$ cat src/rtl/seg7_pkg.sv
// Shared definitions for the seven-segment scan sequencer.
// Holds the FSM state encoding, the default slot timing, the digit count and
// the widths derived from it. Imported by the interface, the slot timer and
// the top level.
package seg7_pkg;

    typedef enum logic [1:0] {
        ST_OFF   = 2'd0,
        ST_BLANK = 2'd1,
        ST_SHOW  = 2'd2
    } seg7_state_t;

    localparam int SLOT_LEN_DEF  = 50000;
    localparam int BLANK_LEN_DEF = 1000;

    localparam int NUM_DIGITS = 8;
    localparam int SCAN_W     = $clog2(NUM_DIGITS);
    localparam int HEX_W      = 4 * NUM_DIGITS;

    localparam logic [SCAN_W-1:0] LAST_DIGIT = SCAN_W'(NUM_DIGITS - 1);

endpackage

$ cat src/rtl/seg7_scan_ctrl_if.sv
// Update handshake between the single display requester and the scan
// sequencer.
//   upd_req   : level request, held with data stable until upd_ack
//   upd_hexs  : new display word, nibble i belongs to digit i
//   upd_point : new decimal-point bits
//   upd_les   : new digit-enable bits
//   upd_ack   : one-cycle pulse, update taken into the shadow registers
// master = requester side, slave = sequencer side.
interface seg7_upd_if;
    import seg7_pkg::*;

    logic                  upd_req;
    logic [HEX_W-1:0]      upd_hexs;
    logic [NUM_DIGITS-1:0] upd_point;
    logic [NUM_DIGITS-1:0] upd_les;
    logic                  upd_ack;

    modport master (
        output upd_req,
        output upd_hexs,
        output upd_point,
        output upd_les,
        input  upd_ack
    );

    modport slave (
        input  upd_req,
        input  upd_hexs,
        input  upd_point,
        input  upd_les,
        output upd_ack
    );

endinterface

$ cat src/rtl/seg7_slot_timer.sv
// Per-digit slot counter with terminal-count strobes.
//   clk, rst  : system clock, asynchronous active-high reset
//   run       : count while high; cleared to 0 while low
//   cnt       : position inside the current slot
//   blank_end : cnt is at the last blanked cycle (BLANK_LEN-1)
//   slot_end  : cnt is at the last cycle of the slot (SLOT_LEN-1)
module seg7_slot_timer
    import seg7_pkg::*;
#(
    parameter  int SLOT_LEN  = SLOT_LEN_DEF,
    parameter  int BLANK_LEN = BLANK_LEN_DEF,
    localparam int CNT_W     = $clog2(SLOT_LEN)
) (
    input  logic             clk,
    input  logic             rst,
    input  logic             run,
    output logic [CNT_W-1:0] cnt,
    output logic             blank_end,
    output logic             slot_end
);

    assign blank_end = (cnt == CNT_W'(BLANK_LEN - 1));
    assign slot_end  = (cnt == CNT_W'(SLOT_LEN - 1));

    // BLANK_LEN < SLOT_LEN, so slot_end can only be reached from SHOW and
    // wrapping the counter here always starts a fresh slot.
    always_ff @(posedge clk or posedge rst) begin
        if (rst) begin
            cnt <= '0;
        end else if (!run || slot_end) begin
            cnt <= '0;
        end else begin
            cnt <= cnt + CNT_W'(1);
        end
    end

endmodule

$ cat src/rtl/seg7_scan_ctrl.sv
// Scan sequencer for the 8-digit seven-segment display.
// Steps the digit index, blanks the anodes at the start of every slot to
// avoid ghosting, pulses frame_tick on each 7->0 wrap, and keeps shadow
// copies of the display data that only change at a frame boundary (or
// immediately while the display is off).
//   clk, rst   : system clock, asynchronous active-high reset
//   en         : scan enable; low blanks the display and freezes scan
//   upd        : update handshake (slave side)
//   scan       : current digit index
//   hexs       : shadow display word
//   point      : shadow decimal points
//   les        : shadow digit enables
//   blank      : 1 forces all anodes off
//   frame_tick : one-cycle pulse in the cycle after the 7->0 wrap edge
//
// state | meaning
// ------+--------------------------------------------------------
// OFF   | disabled; blanked, slot counter held at 0, scan frozen
// BLANK | first BLANK_LEN cycles of a slot, anodes forced off
// SHOW  | rest of the slot, current digit driven
module seg7_scan_ctrl
    import seg7_pkg::*;
#(
    parameter int SLOT_LEN  = SLOT_LEN_DEF,
    parameter int BLANK_LEN = BLANK_LEN_DEF
) (
    input  logic                  clk,
    input  logic                  rst,
    input  logic                  en,
    seg7_upd_if.slave             upd,
    output logic [SCAN_W-1:0]     scan,
    output logic [HEX_W-1:0]      hexs,
    output logic [NUM_DIGITS-1:0] point,
    output logic [NUM_DIGITS-1:0] les,
    output logic                  blank,
    output logic                  frame_tick
);

    localparam int CNT_W = $clog2(SLOT_LEN);

    seg7_state_t state_q, state_d;

    logic [CNT_W-1:0] cnt;
    logic             blank_end;
    logic             slot_end;
    logic             run;

    logic [SCAN_W-1:0] scan_d;
    logic              wrap;
    logic              load;
    logic              blank_d;
    logic              ack_q;

    assign run = en && (state_q != ST_OFF);

    seg7_slot_timer #(
        .SLOT_LEN  (SLOT_LEN),
        .BLANK_LEN (BLANK_LEN)
    ) u_slot_timer (
        .clk       (clk),
        .rst       (rst),
        .run       (run),
        .cnt       (cnt),
        .blank_end (blank_end),
        .slot_end  (slot_end)
    );

    always_ff @(posedge clk or posedge rst) begin
        if (rst) begin
            state_q <= ST_OFF;
        end else begin
            state_q <= state_d;
        end
    end

    always_comb begin
        state_d = state_q;
        if (!en) begin
            state_d = ST_OFF;
        end else begin
            unique case (state_q)
                ST_OFF:   state_d = ST_BLANK;
                ST_BLANK: if (blank_end) state_d = ST_SHOW;
                ST_SHOW:  if (slot_end)  state_d = ST_BLANK;
                default:  state_d = ST_OFF;
            endcase
        end
    end

    // The digit step is not gated by en: a slot that ends on the same edge
    // en falls still completes, so a 7->0 wrap (and its load) is never lost.
    always_comb begin
        scan_d  = scan;
        wrap    = 1'b0;
        if ((state_q == ST_SHOW) && slot_end) begin
            scan_d = scan + SCAN_W'(1);
            wrap   = (scan == LAST_DIGIT);
        end
        // ack_q blocks a second load of a request still held through its ack.
        load    = upd.upd_req && !ack_q && (wrap || (state_q == ST_OFF));
        blank_d = (state_d != ST_SHOW);
    end

    always_ff @(posedge clk or posedge rst) begin
        if (rst) begin
            scan       <= '0;
            blank      <= 1'b1;
            frame_tick <= 1'b0;
            ack_q      <= 1'b0;
            hexs       <= '0;
            point      <= '0;
            les        <= '0;
        end else begin
            scan       <= scan_d;
            blank      <= blank_d;
            frame_tick <= wrap;
            ack_q      <= load;
            if (load) begin
                hexs  <= upd.upd_hexs;
                point <= upd.upd_point;
                les   <= upd.upd_les;
            end
        end
    end

    assign upd.upd_ack = ack_q;

endmodule

$ cat src/flat_wrapper.sv
// flat-port wrapper written by rule: the top's interface ports become plain ports
module seg7_scan_ctrl_flat import seg7_pkg::*;
#(
    parameter int SLOT_LEN  = SLOT_LEN_DEF,
    parameter int BLANK_LEN = BLANK_LEN_DEF
)
  (clk, rst, en, scan, hexs, point, les, blank, frame_tick, upd_upd_req, upd_upd_hexs, upd_upd_point, upd_upd_les, upd_upd_ack);
  seg7_upd_if upd_i ();
  input  logic clk;
  input  logic rst;
  input  logic en;
  output logic [SCAN_W-1:0] scan;
  output logic [HEX_W-1:0] hexs;
  output logic [NUM_DIGITS-1:0] point;
  output logic [NUM_DIGITS-1:0] les;
  output logic blank;
  output logic frame_tick;
  input wire logic [$bits(upd_i.upd_req)-1:0] upd_upd_req;
  input wire logic [$bits(upd_i.upd_hexs)-1:0] upd_upd_hexs;
  input wire logic [$bits(upd_i.upd_point)-1:0] upd_upd_point;
  input wire logic [$bits(upd_i.upd_les)-1:0] upd_upd_les;
  output wire logic [$bits(upd_i.upd_ack)-1:0] upd_upd_ack;
  assign upd_i.upd_req = upd_upd_req;
  assign upd_i.upd_hexs = upd_upd_hexs;
  assign upd_i.upd_point = upd_upd_point;
  assign upd_i.upd_les = upd_upd_les;
  assign upd_upd_ack = upd_i.upd_ack;
  seg7_scan_ctrl #(.SLOT_LEN(SLOT_LEN), .BLANK_LEN(BLANK_LEN)) u_core (.clk(clk), .rst(rst), .en(en), .upd(upd_i), .scan(scan), .hexs(hexs), .point(point), .les(les), .blank(blank), .frame_tick(frame_tick));
endmodule
$ cat config.mk
export PLATFORM = sky130hd
export DESIGN_NAME = seg7_scan_ctrl_flat
export DESIGN_NICKNAME = d
export VERILOG_FILES = /design/src/rtl/seg7_pkg.sv /design/src/rtl/seg7_scan_ctrl_if.sv /design/src/rtl/seg7_slot_timer.sv /design/src/rtl/seg7_scan_ctrl.sv /design/src/flat_wrapper.sv
export SDC_FILE = /design/constraint.sdc
export NUM_CORES = 1
export LEC_CHECK = 0
export BUFFER_PORTS_ARGS = -buffer_cell sky130_fd_sc_hd__clkbuf_2
export CORE_MARGIN = 5
export CORE_UTILIZATION = 30
export CTS_BUF_LIST = sky130_fd_sc_hd__clkbuf_8
export CTS_CLUSTER_SIZE = 30
export DETAILED_ROUTE_END_ITERATION = 10
export PLACE_DENSITY = 0.55
export SLEW_MARGIN = 20
export SYNTH_ARGS = -nofsm -noshare
export SYNTH_HDL_FRONTEND = slang
export SYNTH_SLANG_ARGS = --single-unit
$ cat constraint.sdc
create_clock -name clk -period 4.5 [get_ports clk]
set_input_delay 0.225 -clock clk [delete_from_list [all_inputs] [get_ports clk]]
set_output_delay 0.225 -clock clk [all_outputs]
set_load 0.05 [all_outputs]
# Word level (Yosys, flattened, before mapping)
# Cells that the tools add are included.
# classes
add_sub_neg,2
muxes,6
n_eq_ne,6
reduce_logical,10
# ops
operator,count
adder 16 x 1 -> 16 bit (second input constant),1
equality test 16 x 10 -> 1 bit (second input constant),1
equality test 16 bit (second input constant),1
two-way mux 16 bit,1
two-way mux 2 bit,3
one-hot mux 2 bit (3 select lines),1
logical AND 1 bit,4
adder 3 x 1 -> 3 bit (second input constant),1
equality test 3 bit (second input constant),1
equality test 2 x 1 -> 1 bit (second input constant),1
equality test 2 bit (second input constant),1
logical NOT 1 bit,2
logical NOT 2 bit,1
logical OR 1 bit,2
!= test 2 bit (second input constant),1
nonzero test 2 bit,1
two-way mux 1 bit,1
# totals
input_bits,52
ff_bits,72
out_inout_bits,54
wordCells,33

# Longest topological paths before layout
# depth
word_depth,5
mapped_depth,8
ltp_nobuf,6

# Modules after synthesis
# Synthesis repeated with hierarchy kept, for this count alone.
# unflattened
hier_cells,217
hier_area_um2,2980.4
# modules_own_cells
mod,seq_area_each_um2,area_per_inst_um2,n_inst,cells_per_inst
seg7_scan_ctrl,1402.6,2147.1,1,129
seg7_slot_timer,400.4,833.3,1,88

# Least setup slack after synthesis
# No wires, ideal clock.
# synth_path
path_type,register -> register
start,reg u_core.scan[0]
end,reg u_core.hexs[0]
t_arrival_ns,2.171
slack_ns,2.201
setup_ns,0.127
path_stages_with_launch,9
synth_period_minus_slack_ns,2.299
n_path_buf,2
required_time_ns,4.373
path_cell_list,dfrtp_1 -> ha_1 -> ha_1 -> nor4b_1 -> nand4_1 -> a21oi_2 -> buf_6 -> buf_6 -> mux2_1
# synth_via
elab_chain_cells,4
# synth_rtl
item,line_no,rtl
start: declaration,seg7_scan_ctrl.sv:31,"output logic [SCAN_W-1:0] scan,"
start signal: assignment,seg7_scan_ctrl.sv:114,scan <= scan_d;
equality test 3 bit,seg7_scan_ctrl.sv:97,wrap = (scan == LAST_DIGIT);
two-way mux 1 bit,seg7_scan_ctrl.sv:95,if ((state_q == ST_SHOW) && slot_end) begin
logical OR 1 bit,seg7_scan_ctrl.sv:100,load = upd.upd_req && !ack_q && (wrap || (state_q == ST_OFF));
logical AND 1 bit,seg7_scan_ctrl.sv:100,
via u_core.load,seg7_scan_ctrl.sv:50,logic load;
end signal: assignment,seg7_scan_ctrl.sv:119,hexs <= upd.upd_hexs;
end: declaration,seg7_scan_ctrl.sv:32,"output logic [HEX_W-1:0] hexs,"
# The timed path passes the listed nets, and every way through them passes these cells.
# A chain may end at the register's enable or synchronous reset.

# Worst setup path in the final report
# layout_path
start,reg u_core.scan[0]
end,reg u_core.les[6]
# layout_via
elab_chain_cells,4
# layout_rtl
item,line_no,rtl
equality test 3 bit,seg7_scan_ctrl.sv:97,
two-way mux 1 bit,seg7_scan_ctrl.sv:95,
logical OR 1 bit,seg7_scan_ctrl.sv:100,
logical AND 1 bit,seg7_scan_ctrl.sv:100,
end signal: assignment,seg7_scan_ctrl.sv:121,les <= upd.upd_les;
end: declaration,seg7_scan_ctrl.sv:34,"output logic [NUM_DIGITS-1:0] les,"
# Every way passes these cells.

==> impl_metrics.toml <==
[route]
drc = 0
avgRoutedWirePerCell_um = 13.61
antenna_left = 0
firstDrtPassIters = 4
num_vias = 2119
wl_mm = 6.397
vias_per_cell = 4.509
drt-initial-drc-count = 122

[logic_synthesis]
synth_nets = 278
avgSynthCellArea_um2 = 13.45
synth_edf_count = 0
synth-xor-area-share = 0.04380
synthSimpleGateAreaFrac = 0.1118
syn_area_um2 = 2999
ys_seq_area_frac = 0.6012
synth_mux_area_frac = 0.1877
synth_fa_ha_area_frac = 0.01252
synth_warnings = 0
synth_flop_cell = "dfrtp_1"
synth_top_family_by_area = "multiplexers"
async_reset_ff_frac = 1.000
synth-compound-area-share = 0.01377
ys_types = 31
synthCells = 223
synth-seq-cells = 72

[die]
die_height_um = 110.0
start_util = 0.3068
io_pins = 106
dieArea_um2 = 12100
die_x_um = 110.0
rows = 36
core-area_um2 = 9774

[setup_path]
regToRegStartpoint = "u_core.scan[0]$_DFFE_PP0P_"
r2r_slack_ns = 1.73
r2r.worst_path.cells = 7
slowest_stage = "a21oi_4"
crit_chain = "ha_1, ha_1, nor4b_1, nand4_1, a21oi_4, buf_4, mux2_2"
critical_path_class = "reg -> reg"
path_delay_family = "compound AO/OA/AOI/OAI gates"
critPathMaxStageDelay_ns = 0.69
crit_path_start_kind = "register"
cp_num_buf_inv = 1
reg2reg_to = "u_core.les[6]$_DFFE_PP0P_"
critPathCaptureType = "register"
crit_required_ns = 4.73
worstPathArrival_ns = 3.00
path_max_fanout = 25
cp_common_cell = "ha_1"

[final_layout]
final_common_cell = "clkbuf_2"
layout_common_cells = "clkbuf_2 (105), dfrtp_1 (71), mux2_2 (41), nor2_1 (22), xnor2_1 (13)"
layout.cells.non_filler = 470
nFillCells = 950
area_growth_pct = 28.95
drive_gt1_frac = 0.4955
finalNetCount = 387
diodes = 0

[power]
p_per_area_nw_per_um2 = 467.6
peakVddDrop_mv = 0.1732
p_leak_nw = 1.800

[timing]
rsz0062_at_grt = "false"
setup_tns_ns = 0
final.min_clock_period_ns = 2.768
finalMaxSlewViolations = 0
slew_headroom = 0.4629
worst_slew_pin_slew_ns = 0.8038
setup_violations = 0
hold_viol_final = 14
finalCritPeriodShare = 0.6150
clock.fmax_mhz = 361.3
skew_ns = 0.01103
worst_hold_slack_ns = -0.02322

[global_routing]
antenna_found_initial = 0
grt_use_met3 = 0.03087
top_usage_layer = "met2"
grt_overflow = 0
grt_max_degree = 38
use_met1 = 0.1269
grt_pass1_wl_mm = 9.777
track_usage = 0.1047
grt_util_met2 = 0.1724
grt_pass1_vias = 2041

[clock_network]
h-tree-depth = 3
cts_hold_buf = 0
clock_sinks = 72
clk_path_buf_depth = 2
cts_setup_buffers = 0
clk_latency_ns = 0.34
cts_tree = "built"
post_cts_resized = 0
path_clk_slew_ns = 0.08
cts_buffers = 9
root_buffer = "clkbuf_8"

[place]
numPlacedInstances = 454
place.gp.congestion = 0.8035
io_buffers = 105
hpwl_mm = 4.706

[status]
outcome = "finished with violations"
violations = "negative hold slack"

[min_path]
min-delay-path-class = "in -> async"

[run]
drv_cap = 0
cells in the mapped netlist (3+ instances only):
cell type | number | area, µm²
dfrtp_1 | 71 | 1777
mux2_2 | 41 | 461.7
nor2_1 | 22 | 82.58
xnor2_1 | 13 | 113.9
mux2_1 | 9 | 101.4
nand4_1 | 9 | 56.30
inv_1 | 6 | 22.52
nand2_1 | 6 | 22.52
nor3_1 | 6 | 30.03
nor4_1 | 5 | 31.28
nand3_1 | 4 | 20.02
buf_4 | 3 | 22.52
ha_1 | 3 | 37.54
nand2b_1 | 3 | 18.77
power breakdown:
group	leakage [nW]	switching, mW	internal [mW]
sequential	0.893	0.0390	0.725
clock	0.115	0.244	0.314
combinational	0.792	0.360	0.127
worst max-delay path by stage:
stage / slack, ns / start / depth (start not counted) / endpoint
5_1_grt: 1.56 / u_core.scan[0]$_DFFE_PP0P_ / 7 / u_core.hexs[31]$_DFFE_PP0P_
6_report: 1.73 / u_core.scan[0]$_DFFE_PP0P_ / 7 / u_core.les[6]$_DFFE_PP0P_
3_5_place_dp: 1.70 / u_core.scan[0]$_DFFE_PP0P_ / 7 / u_core.point[0]$_DFFE_PP0P_
3_3_place_gp: 1.77 / u_core.scan[0]$_DFFE_PP0P_ / 7 / u_core.les[2]$_DFFE_PP0P_
4_1_cts: 1.68 / u_core.scan[0]$_DFFE_PP0P_ / 7 / u_core.point[0]$_DFFE_PP0P_
2_1_floorplan: 2.20 / u_core.scan[0]$_DFFE_PP0P_ / 8 / u_core.hexs[0]$_DFFE_PP0P_
per-stage QoR:
| step | power, mW | util | setup WS (ns) | hold slack [ns] | area (µm²) |
|---|---|---|---|---|---|
| after floorplan | 1.145 | - | 2.201 | 0.3047 | 2999 |
| after global routing | 1.899 | 0.3957 | 1.560 | 0.03948 | 3867 |
| final | 1.809 | 0.3957 | 1.732 | -0.02322 | 3867 |
| after global placement | 1.266 | 0.3733 | 1.766 | 0.3765 | 3649 |
| after CTS | 1.839 | 0.3957 | 1.681 | 0.006215 | 3867 |
| after detailed placement | 1.272 | 0.3733 | 1.701 | 0.3887 | 3649 |
logic make-up after synthesis:
family                     count (synthesis)
AOI/OAI and AO/OA                          5
xor gates and xnor gates                  15
adders and majority gates                  3
buffers and inverters                     15
DFF                                       72
muxes                                     50
and+or+nand+nor                           63
final cells by class:
| type | count | area, µm² | share of cell area |
|---|---|---|---|
| Clock buffer | 9 | 123.9 | 0.03203 |
| Clock inverter | 7 | 95.09 | 0.02459 |
| Inverter | 6 | 22.52 | 0.005823 |
| Multi-Input combinational cell | 136 | 1116 | 0.2886 |
| Sequential cell | 72 | 1803 | 0.4662 |
| Tap cell | 133 | 166.4 | 0.04303 |
| Timing Repair Buffer | 107 | 540.5 | 0.1398 |
flip-flops by register name, indices dropped and copies added (netlist names):
register	cells
u_core.u_slot_timer.cnt	16
u_core.blank	1
u_core.les	8
u_core.state_q	2
u_core.point	8
u_core.upd.upd_ack	1
u_core.scan	3
u_core.frame_tick	1
u_core.hexs	32
metal layers:
metal | routed length [µm] | part of all wire
met5 | 0 | 0
met4 | 88 | 0.014
met3 | 505 | 0.079
met2 | 3084 | 0.48
met1 | 2718 | 0.42
Power figures use the tool's default switching activity.
